## src/rtl/accum_value_feeder_if.sv

```systemverilog
// Byte-stream and issue-side signals of the accumulator feeder.
// The checksum signal exists only when ACCUM_FEEDER_CHECKSUM_EN is defined.
interface accum_value_feeder_if #(
    parameter int DEPTH = 4
);
    logic                         in_valid;
    logic [7:0]                   in_data;
    logic                         in_ready;
    logic                         enable;
    logic [31:0]                  value;
    logic                         busy;
    logic [$clog2(DEPTH+1)-1:0]   fifo_count;
`ifdef ACCUM_FEEDER_CHECKSUM_EN
    logic [31:0]                  checksum;

    modport master (
        output in_valid, in_data,
        input  in_ready, enable, value, busy, fifo_count, checksum
    );

    modport slave (
        input  in_valid, in_data,
        output in_ready, enable, value, busy, fifo_count, checksum
    );
`else
    modport master (
        output in_valid, in_data,
        input  in_ready, enable, value, busy, fifo_count
    );

    modport slave (
        input  in_valid, in_data,
        output in_ready, enable, value, busy, fifo_count
    );
`endif
endinterface

```

## src/rtl/accum_value_feeder.sv

```systemverilog
// Upstream feeder for the enable/value accumulator stage.
// Packs bytes little-endian into 32-bit words, buffers them in a DEPTH-entry
// FIFO and issues each word as a one-cycle enable with value held HOLD cycles.
// Optional feature macro: ACCUM_FEEDER_CHECKSUM_EN (adds a running checksum).
module accum_value_feeder #(
    parameter int DEPTH = 4,
    parameter int HOLD  = 3
) (
    input  logic                 CLK,
    input  logic                 RST_N,
    accum_value_feeder_if.slave  bus
);
    localparam int PTR_W  = (DEPTH > 1) ? $clog2(DEPTH) : 1;
    localparam int CNT_W  = $clog2(DEPTH + 1);
    localparam int HCNT_W = (HOLD > 2) ? $clog2(HOLD - 1) : 1;

    typedef enum logic [1:0] {
        ST_IDLE,
        ST_FIRE,
        ST_HOLD
    } state_t;

    state_t              state;
    state_t              next_state;
    logic [1:0]          byte_cnt;
    logic [23:0]         partial;
    logic [31:0]         mem [DEPTH];
    logic [PTR_W-1:0]    wr_ptr;
    logic [PTR_W-1:0]    rd_ptr;
    logic [CNT_W-1:0]    count;
    logic [HCNT_W-1:0]   hold_cnt;
    logic [31:0]         value_q;
    logic                ready;
    logic                accept;
    logic                push;
    logic                pop;
    logic                load;
    logic                enable_c;
    logic                busy_c;

    // The only stall point is the 4th byte of a word arriving with no room in the FIFO
    assign ready  = !((byte_cnt == 2'd3) && (count == CNT_W'(DEPTH)));
    assign accept = bus.in_valid && ready;
    assign push   = accept && (byte_cnt == 2'd3);
    assign pop    = (state == ST_HOLD) && (hold_cnt == '0);
    assign load   = (state == ST_IDLE) && (count != '0);

    assign bus.in_ready   = ready;
    assign bus.value      = value_q;
    assign bus.fifo_count = count;
    assign bus.enable     = enable_c;
    assign bus.busy       = busy_c;

    // Byte assembler: collect bytes 0..2, the 4th byte goes straight into the FIFO
    always_ff @(posedge CLK or negedge RST_N) begin
        if (!RST_N) begin
            byte_cnt <= 2'd0;
            partial  <= 24'd0;
        end else if (accept) begin
            byte_cnt <= byte_cnt + 2'd1;
            case (byte_cnt)
                2'd0:    partial[7:0]   <= bus.in_data;
                2'd1:    partial[15:8]  <= bus.in_data;
                2'd2:    partial[23:16] <= bus.in_data;
                default: partial        <= partial;
            endcase
        end
    end

    // Word storage; contents need no reset because count gates every read
    always_ff @(posedge CLK) begin
        if (push) begin
            mem[wr_ptr] <= {bus.in_data, partial};
        end
    end

    // FIFO pointers and occupancy, simultaneous push and pop leave count unchanged
    always_ff @(posedge CLK or negedge RST_N) begin
        if (!RST_N) begin
            wr_ptr <= '0;
            rd_ptr <= '0;
            count  <= '0;
        end else begin
            if (push) begin
                wr_ptr <= (wr_ptr == PTR_W'(DEPTH - 1)) ? '0 : wr_ptr + 1'b1;
            end
            if (pop) begin
                rd_ptr <= (rd_ptr == PTR_W'(DEPTH - 1)) ? '0 : rd_ptr + 1'b1;
            end
            case ({push, pop})
                2'b10:   count <= count + 1'b1;
                2'b01:   count <= count - 1'b1;
                default: count <= count;
            endcase
        end
    end

    // Issuer state register
    always_ff @(posedge CLK or negedge RST_N) begin
        if (!RST_N) begin
            state <= ST_IDLE;
        end else begin
            state <= next_state;
        end
    end

    // Issuer next state: start on a buffered word, one FIRE cycle, then HOLD-1 hold cycles
    always_comb begin
        next_state = state;
        case (state)
            ST_IDLE: if (load) next_state = ST_FIRE;
            ST_FIRE: next_state = ST_HOLD;
            ST_HOLD: if (pop) next_state = ST_IDLE;
            default: next_state = ST_IDLE;
        endcase
    end

    // Issuer outputs decoded from the registered state
    always_comb begin
        enable_c = 1'b0;
        busy_c   = 1'b0;
        case (state)
            ST_FIRE: begin
                enable_c = 1'b1;
                busy_c   = 1'b1;
            end
            ST_HOLD: busy_c = 1'b1;
            default: begin
                enable_c = 1'b0;
                busy_c   = 1'b0;
            end
        endcase
    end

    // Value capture on entry to FIRE and countdown of the remaining hold cycles
    always_ff @(posedge CLK or negedge RST_N) begin
        if (!RST_N) begin
            value_q  <= 32'd0;
            hold_cnt <= '0;
        end else begin
            if (load) begin
                value_q <= mem[rd_ptr];
            end
            if (state == ST_FIRE) begin
                hold_cnt <= HCNT_W'(HOLD - 2);
            end else if ((state == ST_HOLD) && (hold_cnt != '0)) begin
                hold_cnt <= hold_cnt - 1'b1;
            end
        end
    end

`ifdef ACCUM_FEEDER_CHECKSUM_EN
    logic [31:0] checksum_q;

    assign bus.checksum = checksum_q;

    // Running sum of issued words, mirroring what the accumulator adds
    always_ff @(posedge CLK or negedge RST_N) begin
        if (!RST_N) begin
            checksum_q <= 32'd0;
        end else if (state == ST_FIRE) begin
            checksum_q <= checksum_q + value_q;
        end
    end
`endif

endmodule

```

## src/flat_wrapper.sv

```systemverilog
// flat-port wrapper written by rule: the top's interface ports become plain ports
module accum_value_feeder_flat 
#(
    parameter int DEPTH = 4,
    parameter int HOLD  = 3
)
  (CLK, RST_N, bus_in_valid, bus_in_data, bus_in_ready, bus_enable, bus_value, bus_busy, bus_fifo_count);
  accum_value_feeder_if #(.DEPTH(DEPTH)) bus_i ();
  input  logic CLK;
  input  logic RST_N;
  input wire logic [$bits(bus_i.in_valid)-1:0] bus_in_valid;
  input wire logic [$bits(bus_i.in_data)-1:0] bus_in_data;
  output wire logic [$bits(bus_i.in_ready)-1:0] bus_in_ready;
  output wire logic [$bits(bus_i.enable)-1:0] bus_enable;
  output wire logic [$bits(bus_i.value)-1:0] bus_value;
  output wire logic [$bits(bus_i.busy)-1:0] bus_busy;
  output wire logic [$bits(bus_i.fifo_count)-1:0] bus_fifo_count;
  assign bus_i.in_valid = bus_in_valid;
  assign bus_i.in_data = bus_in_data;
  assign bus_in_ready = bus_i.in_ready;
  assign bus_enable = bus_i.enable;
  assign bus_value = bus_i.value;
  assign bus_busy = bus_i.busy;
  assign bus_fifo_count = bus_i.fifo_count;
  accum_value_feeder #(.DEPTH(DEPTH), .HOLD(HOLD)) u_core (.CLK(CLK), .RST_N(RST_N), .bus(bus_i));
endmodule
```

## config.mk

```make
export PLATFORM = sky130hd
export DESIGN_NAME = accum_value_feeder_flat
export DESIGN_NICKNAME = d
export VERILOG_FILES = /design/src/rtl/accum_value_feeder_if.sv /design/src/rtl/accum_value_feeder.sv /design/src/flat_wrapper.sv
export SDC_FILE = /design/constraint.sdc
export NUM_CORES = 1
export LEC_CHECK = 0
export BUFFER_PORTS_ARGS = -buffer_cell sky130_fd_sc_hd__buf_2
export CORE_UTILIZATION = 64
export CTS_CLUSTER_DIAMETER = 200
export DETAILED_ROUTE_END_ITERATION = 12
export GPL_ROUTABILITY_DRIVEN = 0
export GPL_TIMING_DRIVEN = 1
export MAX_ROUTING_LAYER = met4
export PLACE_DENSITY_LB_ADDON = 0.3
export SETUP_SLACK_MARGIN = 0.02
export SYNTH_ARGS = -nofsm -noshare
export SYNTH_HDL_FRONTEND = slang
export SYNTH_SLANG_ARGS = --single-unit
```

## constraint.sdc

```tcl
create_clock -name CLK -period 3.5 [get_ports CLK]
set_input_delay 0.175 -clock CLK [delete_from_list [all_inputs] [get_ports CLK]]
set_output_delay 0.175 -clock CLK [all_outputs]
set_load 0.03 [all_outputs]
```

# Yosys cells after proc, flatten, opt, wreduce, memory -nomap -nowiden
# Memories as Yosys holds them, arrays and structs flattened. A register that Yosys moved wholly into a read port is not among the register bits.
# Cells that the tools add are included.
dict set report totals {
  word_cells 59
  reg_bits 36
  ram_bits 128
  memories 1
  out_inout_bits 38
  input_bits 11
}
dict set report op_classes {
  eq_ne 12
  n_reduce_logical 18
  addsub 6
  mux 12
  bitwise_logic 1
}
# memory words word_bits rd rd_clocked_by_memory_dff write_ports line_no
set memory_table {}
lappend memory_table {u_core.mem 4 32 1 1 1 accum_value_feeder.sv:27} ;# logic [31:0] mem [DEPTH];
# cell count
set op_table {}
lappend op_table {{$eq A2 B2 Y1 const B} 6}
lappend op_table {{$mux W2} 4}
lappend op_table {{$reduce_and A2 Y1} 4}
lappend op_table {{$add A2 B1 Y2 const B} 3}
lappend op_table {{$eq A2 B1 Y1 const B} 3}
lappend op_table {{$logic_and A1 B1 Y1} 6}
lappend op_table {{$mux W1} 6}
lappend op_table {{$pmux W2 S3} 1}
lappend op_table {{$pmux W3 S2} 1}
lappend op_table {{$logic_not A2 Y1} 2}
lappend op_table {{$ne A2 B1 Y1 const B} 2}
lappend op_table {{$reduce_bool A2 Y1} 2}
lappend op_table {{$add A3 B1 Y3 const B} 1}
lappend op_table {{$eq A3 B3 Y1 const B} 1}
lappend op_table {{$reduce_bool A3 Y1} 1}
lappend op_table {{$sub A3 B1 Y3 const B} 1}
lappend op_table {{$logic_not A1 Y1} 2}
lappend op_table {{$reduce_or A2 Y1} 1}
lappend op_table {{$not A1 Y1} 1}
lappend op_table {{$sub A1 B1 Y1 const B} 1}

# Longest topological paths before layout
# Gate-level depths: netlist of run 1.
dict set report logic_depth {
  depth_word 7
  ltp_mapped 10
  ltp_nobuf 10
}

# Least setup slack after synthesis of run 1
# Ideal clock, no wire load.
dict set report synth_path {
  kind {register to register}
  start {register u_core.count[0], in the netlist u_core.bus.fifo_count[0]}
  end {memory u_core.mem[3][0], enable pin}
  n_path_buf 0
  path_slack_ps 1180
  synth_period_minus_slack_ps 2320
  path_stages_with_launch 4
  required_ps 3108
  setup_time_ps 392
  arrival_ps 1928
  cell_sequence {dfrtp_1 > inv_1 > a31oi_1 > and2_1}
}
dict set report synth_via {
  elab_chain_len 7
}
# item line_no
set synth_rtl {}
lappend synth_rtl {{start: declaration} accum_value_feeder.sv:30} ;# logic [CNT_W-1:0] count;
lappend synth_rtl {{start signal: assignment} accum_value_feeder.sv:91} ;# 2'b10: count <= count + 1'b1;
lappend synth_rtl {{start signal: assignment} accum_value_feeder.sv:92} ;# 2'b01: count <= count - 1'b1;
lappend synth_rtl {{start signal: assignment} accum_value_feeder.sv:93} ;# default: count <= count;
lappend synth_rtl {{$eq A3 B3 Y1} accum_value_feeder.sv:42} ;# assign ready = !((byte_cnt == 2'd3) && (count == CNT_W'(DEPTH)));
lappend synth_rtl {{$logic_and A1 B1 Y1} accum_value_feeder.sv:42}
lappend synth_rtl {{$logic_not A1 Y1} accum_value_feeder.sv:42}
lappend synth_rtl {{$logic_and A1 B1 Y1} accum_value_feeder.sv:43} ;# assign accept = bus.in_valid && ready;
lappend synth_rtl {{$logic_and A1 B1 Y1} accum_value_feeder.sv:44} ;# assign push = accept && (byte_cnt == 2'd3);
lappend synth_rtl {{$mux W1} accum_value_feeder.sv:72} ;# if (push) begin
lappend synth_rtl {{$mux W1 (not written as such)} accum_value_feeder.sv:73} ;# mem[wr_ptr] <= {bus.in_data, partial};
lappend synth_rtl {{end: declaration} accum_value_feeder.sv:27}
# No other way between the ends.

# Worst setup path in the final report of run 1
dict set report layout_path {
  start {register u_core.byte_cnt[0]}
  end {register u_core.count[2], in the netlist u_core.bus.fifo_count[2]}
}
dict set report layout_via {
  elab_chain_len 7
  word_cells_on_any_way 9
  classes_between {eq/ne: 3; mux: 1; reduce/logical: 5}
}
# item line_no
set layout_rtl {}
lappend layout_rtl {{start: declaration} accum_value_feeder.sv:25} ;# logic [1:0] byte_cnt;
lappend layout_rtl {{start signal: assignment} accum_value_feeder.sv:60} ;# byte_cnt <= byte_cnt + 2'd1;
lappend layout_rtl {{$eq A2 B2 Y1 (*)} {accum_value_feeder.sv:42, accum_value_feeder.sv:44}}
lappend layout_rtl {{$logic_and A1 B1 Y1} accum_value_feeder.sv:42}
lappend layout_rtl {{$logic_not A1 Y1} accum_value_feeder.sv:42}
lappend layout_rtl {{$logic_and A1 B1 Y1} accum_value_feeder.sv:43}
lappend layout_rtl {{$logic_and A1 B1 Y1 (*)} accum_value_feeder.sv:44}
lappend layout_rtl {{$eq A2 B1 Y1 or $eq A2 B2 Y1 (tied branches)} accum_value_feeder.sv:90} ;# case ({push, pop})
lappend layout_rtl {{$pmux W3 S2 or $reduce_bool A2 Y1 (tied branches)} -}
# Every way passes the cells marked *; elsewhere a longest branch is shown, timed or not.
# A chain may end at the register's enable or synchronous reset.

==> reports/results.ini, run 1 <==
[min_path]
timing.hold.worst.class = in2reg

[yosys]
ys_async_sr_fraction = 0.3469
ys_ff_latch = 196
postSynthAreaPerCell_um2 = 20.97
yosys_most_used_dff = sky130_fd_sc_hd__edfxtp_1
netlist-cell-type-count = 28
syn_nets = 383
seq_area_frac_synth = 0.7387
netlist_instances = 358
synth_enable_flop_cells = 128
synth.cell_area_um2 = 7507
yosys_warnings = 0

[status]
run_status = completed

[setup_path]
timing.critical_path.arrival_ns = 2.56
r2r_slack_ns = 1.25
timing.critical_path.from = u_core.byte_cnt[0]
depth_of_the_worst_register_to_register_path = 10
timing.critical_path.depth = 10
timing.critical_path.max_delay_family = adder cells
crit_path_max_incr_delay_ns = 0.46
criticalPathCategory = reg2reg
setup.worst_path.end = u_core.bus.fifo_count[2]
worst_r2r_startpoint = u_core.byte_cnt[0]
critPathRequiredTime_ns = 3.81
setup.worst_path.end_class = flop
critical_path_buf_inv_count = 2
timing.critical_path.fanout_max = 7
timing.rr.end = u_core.bus.fifo_count[2]
slowest_stage = sky130_fd_sc_hd__a31oi_1
critical_path.startpoint_type = flop
cells_along_the_critical_path = ha_1, nand2_1, a31oi_1, inv_1, ha_1, inv_1, fa_1, xor2_1, nor2_1, xor2_1

[cells_and_area]
syn_to_final_growth_pct = 13.02
layout.filler_cells = 643
layout.area.seq_um2 = 5548
share_of_post_route_cells_with_drive_strength_above_1 = 0.4167
finalNetCount = 445
layout.cells.non_filler = 575
antenna_cells = 0
multi_input_area_um2 = 1802

[timing]
period_needed_ns = 2.252
setup_total_negative_slack_ns = 0
grt_setup_unrepaired = no
final_min_period_over_clock_period = 0.6435
slew-limit-headroom = 0.4379
final-max-slew-violation-count = 0
clock_skew_ns = 0.006862
finalSetupViolations = 0
fmax_mhz = 444.0
final_hold_viol_count = 0
tightest_slew_ns = 0.8402

[die]
row_count = 39
die_width_um = 110.3
coreArea_um2 = 11420
start_util = 0.6575
dieArea_um2 = 12170
boundaryPins = 49
die-height_um = 110.3

[pwr]
vdd.ir_drop.worst_mv = 0.7444
power_density_nw_per_um2 = 944.6
static-leakage-power_nw = 3.178

[clocking]
tritoncts.num_buffers = 17
cts_root_buffer = sky130_fd_sc_hd__clkbuf_16
cts_buffer_depth = 2
cts_tree = built
tritoncts_num_sinks = 196
clock_tree.htree_level_count = 4
cts.clk_slew.worst_paths_ns = 0.06
clock_insertion_delay_worst_skew_ns = 0.43

[drt]
detail-route-antenna-nets = 0
drt-initial-drc-count = 193
routed_via_density = 5.861
postRouteWirelength_um = 12310
drt_first_pass_iters = 4
detail_route.drc_violations = 0
route.detailed.wl_per_inst_um = 21.41
detailroute.via_count = 3370

[placed_design]
placed_cells = 543
dpl_hpwl_um = 6982
portBuffers = 48

[grt]
antenna_found_initial = 0
grt_start_max_net_pins = 35
leftover_overflow_at_the_end_of_global_routing = 0
gr-usage-all-layers = 0.2359
number_of_global_route_vias_before_repair = 3532
wire_length_of_the_first_global_routing_pass_um = 19000

[job]
timing.max_cap.violations = 0

-- layout by cell type (no fill, tap or decap), types with 3 or more instances in the layout --
master | Yosys | routed
sky130_fd_sc_hd__bufinv_16 | 0 | 3
sky130_fd_sc_hd__nand2_1 | 4 | 4
sky130_fd_sc_hd__dfrtp_1 | 68 | 66
sky130_fd_sc_hd__buf_2 | 3 | 48
sky130_fd_sc_hd__mux2_2 | 62 | 62
sky130_fd_sc_hd__inv_1 | 12 | 12
sky130_fd_sc_hd__and3_1 | 3 | 3
sky130_fd_sc_hd__clkbuf_16 | 0 | 17
sky130_fd_sc_hd__ha_1 | 13 | 13
sky130_fd_sc_hd__edfxtp_1 | 128 | 128
sky130_fd_sc_hd__clkbuf_8 | 0 | 3
sky130_fd_sc_hd__and2_1 | 4 | 4
sky130_fd_sc_hd__clkinv_2 | 0 | 5
sky130_fd_sc_hd__nor2_1 | 4 | 4
sky130_fd_sc_hd__mux4_2 | 28 | 28
sky130_fd_sc_hd__mux4_1 | 4 | 4
sky130_fd_sc_hd__buf_4 | 3 | 8
-- through the flow --
| stage | hold slack (ns) | total power [W] | setup WS, ns | instance area (um2) | utilization |
|---|---|---|---|---|---|
| 2_1_floorplan | -0.1206 | 0.005540 | 1.180 | 7507 | - |
| 3_3_place_gp | 0.2977 | 0.005990 | 1.431 | 7874 | 0.6896 |
| 3_5_place_dp | 0.2946 | 0.006124 | 1.281 | 7874 | 0.6896 |
| 4_1_cts | 0.01288 | 0.008086 | 1.250 | 8484 | 0.7430 |
| 5_1_grt | 0.01952 | 0.008410 | 1.037 | 8484 | 0.7430 |
| 6_report | 0.02355 | 0.008015 | 1.248 | 8484 | 0.7430 |
-- synth_stat cells (3+ instances only) --
cell,number,area [um2]
sky130_fd_sc_hd__nor2_1,4,15.01
sky130_fd_sc_hd__and3_1,3,18.77
sky130_fd_sc_hd__ha_1,13,162.7
sky130_fd_sc_hd__and2_1,4,25.02
sky130_fd_sc_hd__buf_2,3,15.01
sky130_fd_sc_hd__inv_1,12,45.04
sky130_fd_sc_hd__nand2_1,4,15.01
sky130_fd_sc_hd__dfrtp_1,68,1702
sky130_fd_sc_hd__mux4_2,28,630.6
sky130_fd_sc_hd__edfxtp_1,128,3844
sky130_fd_sc_hd__buf_4,3,22.52
sky130_fd_sc_hd__mux2_2,62,698.2
sky130_fd_sc_hd__mux4_1,4,105.1
-- report_power, final --
group          total, W  internal, W  switching (W)
combinational   0.00235      0.00112        0.00122
sequential      0.00371      0.00323       0.000487
clock           0.00195      0.00117       0.000785
-- area by class of cell --
class,count,area share
flip-flops and latches,196,0.6539
multi-input cells,136,0.2124
clock buffers,21,0.05545
repair buffers,57,0.03657
well taps,143,0.02109
clock inverters,10,0.01534
inverters,12,0.005309
-- kinds of logic after synthesis --
logic type               count (synthesis)  synth area share
flip-flops                             196            0.7387
multiplexers                            94            0.1910
buffers and inverters                   26           0.02133
AND/OR/NAND/NOR                         18           0.01517
adder cells (fa/ha/maj)                 14           0.02433
AO/OA/AOI/OAI                            6          0.004834
XOR/XNOR                                 4          0.004668
-- sequential cells by signal (all words and copies together), names as in the netlist --
signal and count:
u_core.partial 24, u_core.wr_ptr 2, u_core.state 2, u_core.byte_cnt 2, u_core.hold_cnt 1, u_core.rd_ptr 2, u_core.bus.value 32, u_core.mem 128
u_core.bus.fifo_count 3
-- timing repair --
item,CTS,global route
hold buffers,1,0
endpoints found under the hold margin,30,0
gates resized for setup,0,0
buffers inserted,0,0
-- routing by layer --
metal / GRT usage / share of wire / vias to the layer above
li1: - / - / 1508
met1: 0.2836 / 0.40 / 1753
met2: 0.3904 / 0.54 / 93
met3: 0.05350 / 0.046 / 16
met4: 0.09492 / 0.015 / 0
met5: - / 0 / -
-- worst min path at each step --
stage                          endpoint           start  depth (start not counted)
4_1_cts               u_core.mem[1][31]  bus_in_data[7]                          1
5_1_grt               u_core.mem[0][31]  bus_in_data[7]                          1
6_report              u_core.mem[1][25]  bus_in_data[1]                          1
2_1_floorplan  u_core.bus.fifo_count[0]           RST_N                          0
3_5_place_dp       u_core.bus.value[16]           RST_N                          1
3_3_place_gp       u_core.bus.value[16]           RST_N                          1
Note: power is estimated with default switching activity, not from simulation.
==> run 2: changes to the inputs <==
--- a/config.mk
+++ b/config.mk
@@ -6,7 +6,7 @@
 export NUM_CORES = 1
 export LEC_CHECK = 0
 export BUFFER_PORTS_ARGS = -buffer_cell sky130_fd_sc_hd__buf_2
-export CORE_UTILIZATION = 64
+export CORE_UTILIZATION = 60
 export CTS_CLUSTER_DIAMETER = 200
 export DETAILED_ROUTE_END_ITERATION = 12
 export GPL_ROUTABILITY_DRIVEN = 0
==> constraint.sdc (replaced) <==
create_clock -name CLK -period 2.1 [get_ports CLK]
set_input_delay 0.105 -clock CLK [delete_from_list [all_inputs] [get_ports CLK]]
set_output_delay 0.105 -clock CLK [all_outputs]
set_load 0.03 [all_outputs]
==> run 2 against run 1 <==
Compared with the run above:
- sequential power increased by 63%
- first-iteration DRC count decreased by 22%
- via count increased by 2.3%
- worst hold slack improved by 0.19 ns
- clock power increased by 59%
- critical path depth unchanged
- routed wire length increased by 0.24%
- clock skew increased by 0.0025 ns
- worst setup slack got worse by 1.1 ns
- sequential cell count unchanged
- global-route usage decreased by 0.98 points
- power increased by 68%
==> reports/results.ini, run 2 (synthesis results as in run 1) <==
[status]
run_status = completed

[min_path]
timing.hold.worst.class = in2async

[cells_and_area]
most_common_cell_after_layout_fill_and_taps_aside = sky130_fd_sc_hd__edfxtp_1
final_util = 0.7225  ; -0.02052
layout.filler_cells = 736  ; +14%
finalNetCount = 466  ; +4.7%
largest_register_ff_count = 128  ; unchanged
syn_to_final_growth_pct = 16.57
final_cell_mix = sky130_fd_sc_hd__edfxtp_1 (128), sky130_fd_sc_hd__dfrtp_1 (67), sky130_fd_sc_hd__mux2_2 (62)
top_register = u_core.mem
share_of_post_route_cells_with_drive_strength_above_1 = 0.4361  ; +0.01946
multi_input_area_um2 = 1814  ; +0.69%
antenna_cells = 0  ; unchanged
layout.area.seq_um2 = 5547  ; about the same

[die]
start_util = 0.6198  ; -0.03763
row_count = 40  ; +2.6%
boundaryPins = 49  ; unchanged
coreArea_um2 = 12110  ; +6.1%
die-height_um = 113.9  ; +3.2%
die_width_um = 113.9  ; +3.2%
dieArea_um2 = 12960  ; +6.5%

[clocking]
cts_buffer_depth = 2  ; unchanged
tritoncts.num_buffers = 17  ; unchanged
cts_tree = built
postCtsSetupRepairBufs = 0  ; unchanged
clock_insertion_delay_worst_skew_ns = 0.43  ; about the same
cts.clk_slew.worst_paths_ns = 0.07  ; about the same
clock_tree.htree_level_count = 4  ; unchanged
cts_root_buffer = sky130_fd_sc_hd__clkbuf_16
tritoncts_num_sinks = 196  ; unchanged

[grt]
gr-usage-all-layers = 0.2260  ; -0.009835
grt_start_max_net_pins = 33  ; -5.7%
antenna_found_initial = 0  ; unchanged
leftover_overflow_at_the_end_of_global_routing = 0  ; unchanged
wire_length_of_the_first_global_routing_pass_um = 20040  ; +5.5%
number_of_global_route_vias_before_repair = 3780  ; +7.0%

[setup_path]
cells_along_the_critical_path = ha_2, nand2_1, a31oi_1, inv_1, ha_2, inv_1, fa_1, xor2_1, nor2_1, xor2_1
depth_of_the_worst_register_to_register_path = 10  ; unchanged
timing.critical_path.from = u_core.byte_cnt[0]
timing.critical_path.arrival_ns = 2.32  ; -0.24 ns
timing.critical_path.max_delay_family = adder cells
critical_path_buf_inv_count = 2  ; unchanged
criticalPathCategory = reg2reg
critical_path.startpoint_type = flop
worst_r2r_startpoint = u_core.byte_cnt[0]
crit_path_max_incr_delay_ns = 0.42  ; -0.04 ns
slowest_stage = sky130_fd_sc_hd__dfrtp_1
timing.critical_path.fanout_max = 4  ; -3
timing.critical_path.depth = 10  ; unchanged
setup.worst_path.end_class = flop
critPathRequiredTime_ns = 2.45  ; -1.36 ns

[timing]
fin_worst_hold_slack_ns = 0.2112  ; +0.1877 ns
clock_skew_ns = 0.009328  ; +0.002466 ns
setup_total_negative_slack_ns = 0  ; unchanged
slew-limit-headroom = 0.6081  ; +0.1703
tightest_slew_ns = 0.5878  ; -0.2524 ns
period_needed_ns = 1.963  ; -0.2895 ns
finalSetupViolations = 0  ; unchanged
worst_slack_ns = 0.1371  ; -1.111 ns
final_hold_viol_count = 0  ; unchanged
fmax_mhz = 509.4  ; +15%
final_min_period_over_clock_period = 0.9347  ; +0.2912
grt_setup_unrepaired = no
final-max-slew-violation-count = 0  ; unchanged

[drt]
routed_via_density = 5.545  ; -5.4%
detailroute.via_count = 3449  ; +2.3%
drt-initial-drc-count = 151  ; -22%
detail-route-antenna-nets = 0  ; unchanged
detail_route.drc_violations = 0  ; unchanged
drt_first_pass_iters = 4  ; unchanged
route.detailed.wl_per_inst_um = 19.84  ; -7.3%
postRouteWirelength_um = 12340  ; +0.24%

[placed_design]
portBuffers = 48  ; unchanged
post-place-ws_ns = 0.09027  ; -1.191 ns
dpl_hpwl_um = 7688  ; +10%

[pwr]
power_density_nw_per_um2 = 1535  ; +62%
vdd.ir_drop.worst_mv = 1.486  ; +100%
static-leakage-power_nw = 3.275  ; +3.1%

[job]
timing.max_cap.violations = 0  ; unchanged

run 2: cell types whose count changed in the layout (fill, tap and decap cells not counted), sizes merged:
cell,change
clkbuf,-1
buf,+12
clkinvlp,+1
bufinv,-1
dlygate4sd3,+9
inv,+2
run 2: worst reg2reg max path: cells and delay by family, from the launching register on:
family	cells	cell delay, ns
adder cells (fa/ha/maj)	3	0.78
AND/OR/NAND/NOR	2	0.18
AO/OA/AOI/OAI	1	0.06
buffers and inverters	2	0.14
XOR/XNOR	2	0.30
flip-flops	1	0.42
run 2: through the flow:
stage          total power (W)  instances  area [um2]
6_report               0.01343        622        8751
5_1_grt                0.01408        622        8751
4_1_cts                0.01355        622        8743
3_5_place_dp           0.01041        580        8074
3_3_place_gp           0.01020        580        8074
2_1_floorplan         0.009232        358        7512
run 2: layer usage:
metal | track usage | wire (um)
met5 | - | 0
met4 | 0.08312 | 170
met2 | 0.3695 | 6586
met3 | 0.05845 | 523
met1 | 0.2755 | 5057
run 2: timing repair:
action / CTS / global route
hold buffers: 10 / 0
gates resized for setup: 0 / 4
endpoints found under the setup margin: 0 / 2
hold endpoints to repair: 56 / 0
run 2: path summary, 6_finish.rpt:
check                      slack (ns)                  endpoint
max                              0.14  u_core.bus.fifo_count[2]
min                              0.21       u_core.bus.value[8]
max reg2reg                      0.14  u_core.bus.fifo_count[2]
min reg2reg                      0.50      u_core.bus.value[25]
max in group asynchronous        1.13       u_core.bus.value[4]
min in group CLK                 0.48         u_core.mem[3][26]
run 2: area by class of cell:
cell class,count,share of cell area
Sequential cell,196,0.6338
Multi-Input combinational cell,136,0.2073
Timing Repair Buffer,78,0.06463
Clock buffer,20,0.04990
Tap cell,168,0.02402
Clock inverter,12,0.01516
Inverter,12,0.005147
run 2: where the power goes:
part           switching [W]  internal [W]  leakage, nW  total [W]
clock                0.00134       0.00176        0.271    0.00310
sequential          0.000663       0.00537         1.96    0.00604
combinational        0.00225       0.00205         1.05    0.00429
==> run 3: changes to the inputs <==
--- a/config.mk
+++ b/config.mk
@@ -6,7 +6,7 @@
 export NUM_CORES = 1
 export LEC_CHECK = 0
 export BUFFER_PORTS_ARGS = -buffer_cell sky130_fd_sc_hd__buf_2
-export CORE_UTILIZATION = 60
+export CORE_UTILIZATION = 54
 export CTS_CLUSTER_DIAMETER = 200
 export DETAILED_ROUTE_END_ITERATION = 12
 export GPL_ROUTABILITY_DRIVEN = 0
==> constraint.sdc (replaced) <==
create_clock -name CLK -period 1.8 [get_ports CLK]
set_input_delay 0.09 -clock CLK [delete_from_list [all_inputs] [get_ports CLK]]
set_output_delay 0.09 -clock CLK [all_outputs]
set_load 0.03 [all_outputs]
==> run 3 against run 2 <==
Compared with the run above:
- clock-buffer cell count up 1
- register-to-register slack worse by 0.097 ns
- sequential cell count unchanged
- largest cell class unchanged
- critical path type unchanged
- worst setup slack worse by 0.097 ns
- maximum frequency up 12%
==> reports/results.ini, run 3 (synthesis results as in run 1) <==
[pwr]
static-leakage-power_nw = 3.416  ; +4.3%
vdd.ir_drop.worst_mv = 1.049  ; -29%
design_power_total_w = 0.01676  ; +25%
power_density_nw_per_um2 = 1844  ; +20%

[timing]
setup_total_negative_slack_ns = 0  ; unchanged
final_min_period_over_clock_period = 0.9777  ; +0.04293
finalSetupViolations = 0  ; unchanged
period_needed_ns = 1.760  ; -0.2032 ns
slew-limit-headroom = 0.6880  ; +0.07991
grt_setup_unrepaired = yes
tightest_slew_ns = 0.4679  ; -0.1199 ns
fmax_mhz = 568.2  ; +12%
clock_skew_ns = 0.01369  ; +0.004359 ns
worst_slack_ns = 0.04020  ; -0.09685 ns
final_hold_viol_count = 0  ; unchanged
final-max-slew-violation-count = 0  ; unchanged
fin_worst_hold_slack_ns = 0.02015  ; -0.1911 ns

[clocking]
clock_insertion_delay_worst_skew_ns = 0.44  ; about the same
tritoncts.num_buffers = 17  ; unchanged
cts_root_buffer = sky130_fd_sc_hd__clkbuf_16
clock_tree.htree_level_count = 4  ; unchanged
cts_buffer_depth = 2  ; unchanged
cts_tree = built
cts.clk_slew.worst_paths_ns = 0.07  ; about the same
tritoncts_num_sinks = 196  ; unchanged

[cells_and_area]
final_util = 0.6782  ; -0.04437
largest_register_ff_count = 128  ; unchanged
antenna_cells = 0  ; unchanged
top_register = u_core.mem
most_common_cell_after_layout_fill_and_taps_aside = sky130_fd_sc_hd__edfxtp_1
final_cell_mix = sky130_fd_sc_hd__edfxtp_1 (128), sky130_fd_sc_hd__dfrtp_1 (64), sky130_fd_sc_hd__mux2_2 (62)
share_of_post_route_cells_with_drive_strength_above_1 = 0.4861  ; +0.04996
finalNetCount = 479  ; +2.8%
syn_to_final_growth_pct = 21.05

[setup_path]
setup.worst_path.end_class = flop
timing.critical_path.fanout_max = 2  ; -2
critPathRequiredTime_ns = 2.15  ; -0.30 ns
cells_along_the_critical_path = inv_2, ha_4, inv_2, nor2_4, ha_4, inv_2, fa_2, xor2_1, nor2_1, xor2_1
crit_path_max_incr_delay_ns = 0.40  ; -0.02 ns
depth_of_the_worst_register_to_register_path = 10  ; unchanged
slowest_stage = sky130_fd_sc_hd__dfrtp_1
timing.critical_path.arrival_ns = 2.11  ; -0.21 ns
r2r_slack_ns = 0.04  ; -0.10 ns
timing.rr.end = u_core.bus.fifo_count[2]
criticalPathCategory = reg2reg
critPathMostFrequentCell = sky130_fd_sc_hd__inv_2
critical_path.startpoint_type = flop
worst_r2r_startpoint = u_core.state[0]

[drt]
detail-route-antenna-nets = 0  ; unchanged
postRouteWirelength_um = 13730  ; +11%
drt_first_pass_iters = 4  ; unchanged
detailroute.via_count = 3614  ; +4.8%
detail_route.drc_violations = 0  ; unchanged
drt-initial-drc-count = 218  ; +44%
route.detailed.wl_per_inst_um = 21.35  ; +7.6%
routed_via_density = 5.621  ; +1.4%

[placed_design]
portBuffers = 48  ; unchanged
post-place-ws_ns = -0.06479  ; -0.1551 ns
dpl_hpwl_um = 7933  ; +3.2%

[grt]
leftover_overflow_at_the_end_of_global_routing = 0  ; unchanged
gr-usage-all-layers = 0.2177  ; -0.008308
number_of_global_route_vias_before_repair = 3866  ; +2.3%
antenna_found_initial = 0  ; unchanged
grt_start_max_net_pins = 33  ; unchanged
wire_length_of_the_first_global_routing_pass_um = 21500  ; +7.3%

[die]
die-height_um = 119.9  ; +5.3%
coreArea_um2 = 13400  ; +11%
start_util = 0.5602  ; -0.05961
die_width_um = 119.9  ; +5.3%
dieArea_um2 = 14380  ; +11%
row_count = 42  ; +5.0%
boundaryPins = 49  ; unchanged

[status]
run_status = completed

[min_path]
holdCritStartpoint = bus_in_valid
timing.hold.worst.class = in2reg
worstHoldEndpoint = u_core.byte_cnt[0]
cells_on_worst_hold_path = 3

[job]
timing.max_cap.violations = 0  ; unchanged

==> run 3: worst max-delay path, delay by kind of cell (launching register included) <==
kind                     cells  cell delay, ns
adder cells (fa/ha/maj)      3            0.60
buffers and inverters        3            0.17
AND/OR/NAND/NOR              2            0.22
flip-flops                   1            0.40
XOR/XNOR                     2            0.30
==> run 3: timing repair <==
| action | CTS | global route |
|---|---|---|
| hold buffers | 9 | 0 |
| endpoints found under the hold margin | 81 | 0 |
| pin swaps | 4 | 4 |
| setup endpoints to repair | 2 | 1 |
| gates resized for setup | 4 | 1 |
| setup buffers | 3 | 2 |
==> run 3: per-layer routing <==
metal,track usage,vias up,wire length (um)
li1,-,1578,-
met1,0.2758,1903,5814
met2,0.3409,117,6977
met3,0.05466,16,710
met4,0.08516,0,223
met5,-,-,0
==> run 3: final cells by class <==
class,instances,area [um2]
tap,176,220.2
inverter,12,45.04
sequential,196,5550
clock inverter,11,168.9
multi-input combinational,136,1877
clock buffer,21,503.0
fill,827,4313
timing repair buffer,91,723.2
==> run 3: worst max path at each step <==
stage | from | endpoint | slack, ns | cells after the start
after floorplan | u_core.state[0] | u_core.bus.fifo_count[2] | -0.03 | 10
after global placement | u_core.byte_cnt[1] | u_core.bus.fifo_count[2] | -0.01 | 10
after global routing | u_core.state[0] | u_core.bus.fifo_count[2] | -0.07 | 10
after detailed placement | u_core.byte_cnt[1] | u_core.bus.fifo_count[2] | -0.06 | 10
final | u_core.state[0] | u_core.bus.fifo_count[2] | 0.04 | 10
after CTS | u_core.byte_cnt[0] | u_core.bus.fifo_count[2] | 0.03 | 10
==> run 3: through the flow <==
| step | instance area [um2] | cells |
|---|---|---|
| after floorplan | 7561 | 358 |
| after global placement | 8263 | 597 |
| after detailed placement | 8263 | 597 |
| after CTS | 9067 | 641 |
| after global routing | 9087 | 643 |
| final | 9087 | 643 |
==> run 3: where the power goes <==
group | switching (W) | internal [W]
registers | 0.000797 | 0.00628
clock network | 0.00161 | 0.00256
logic | 0.00279 | 0.00272
total | 0.00520 | 0.0116
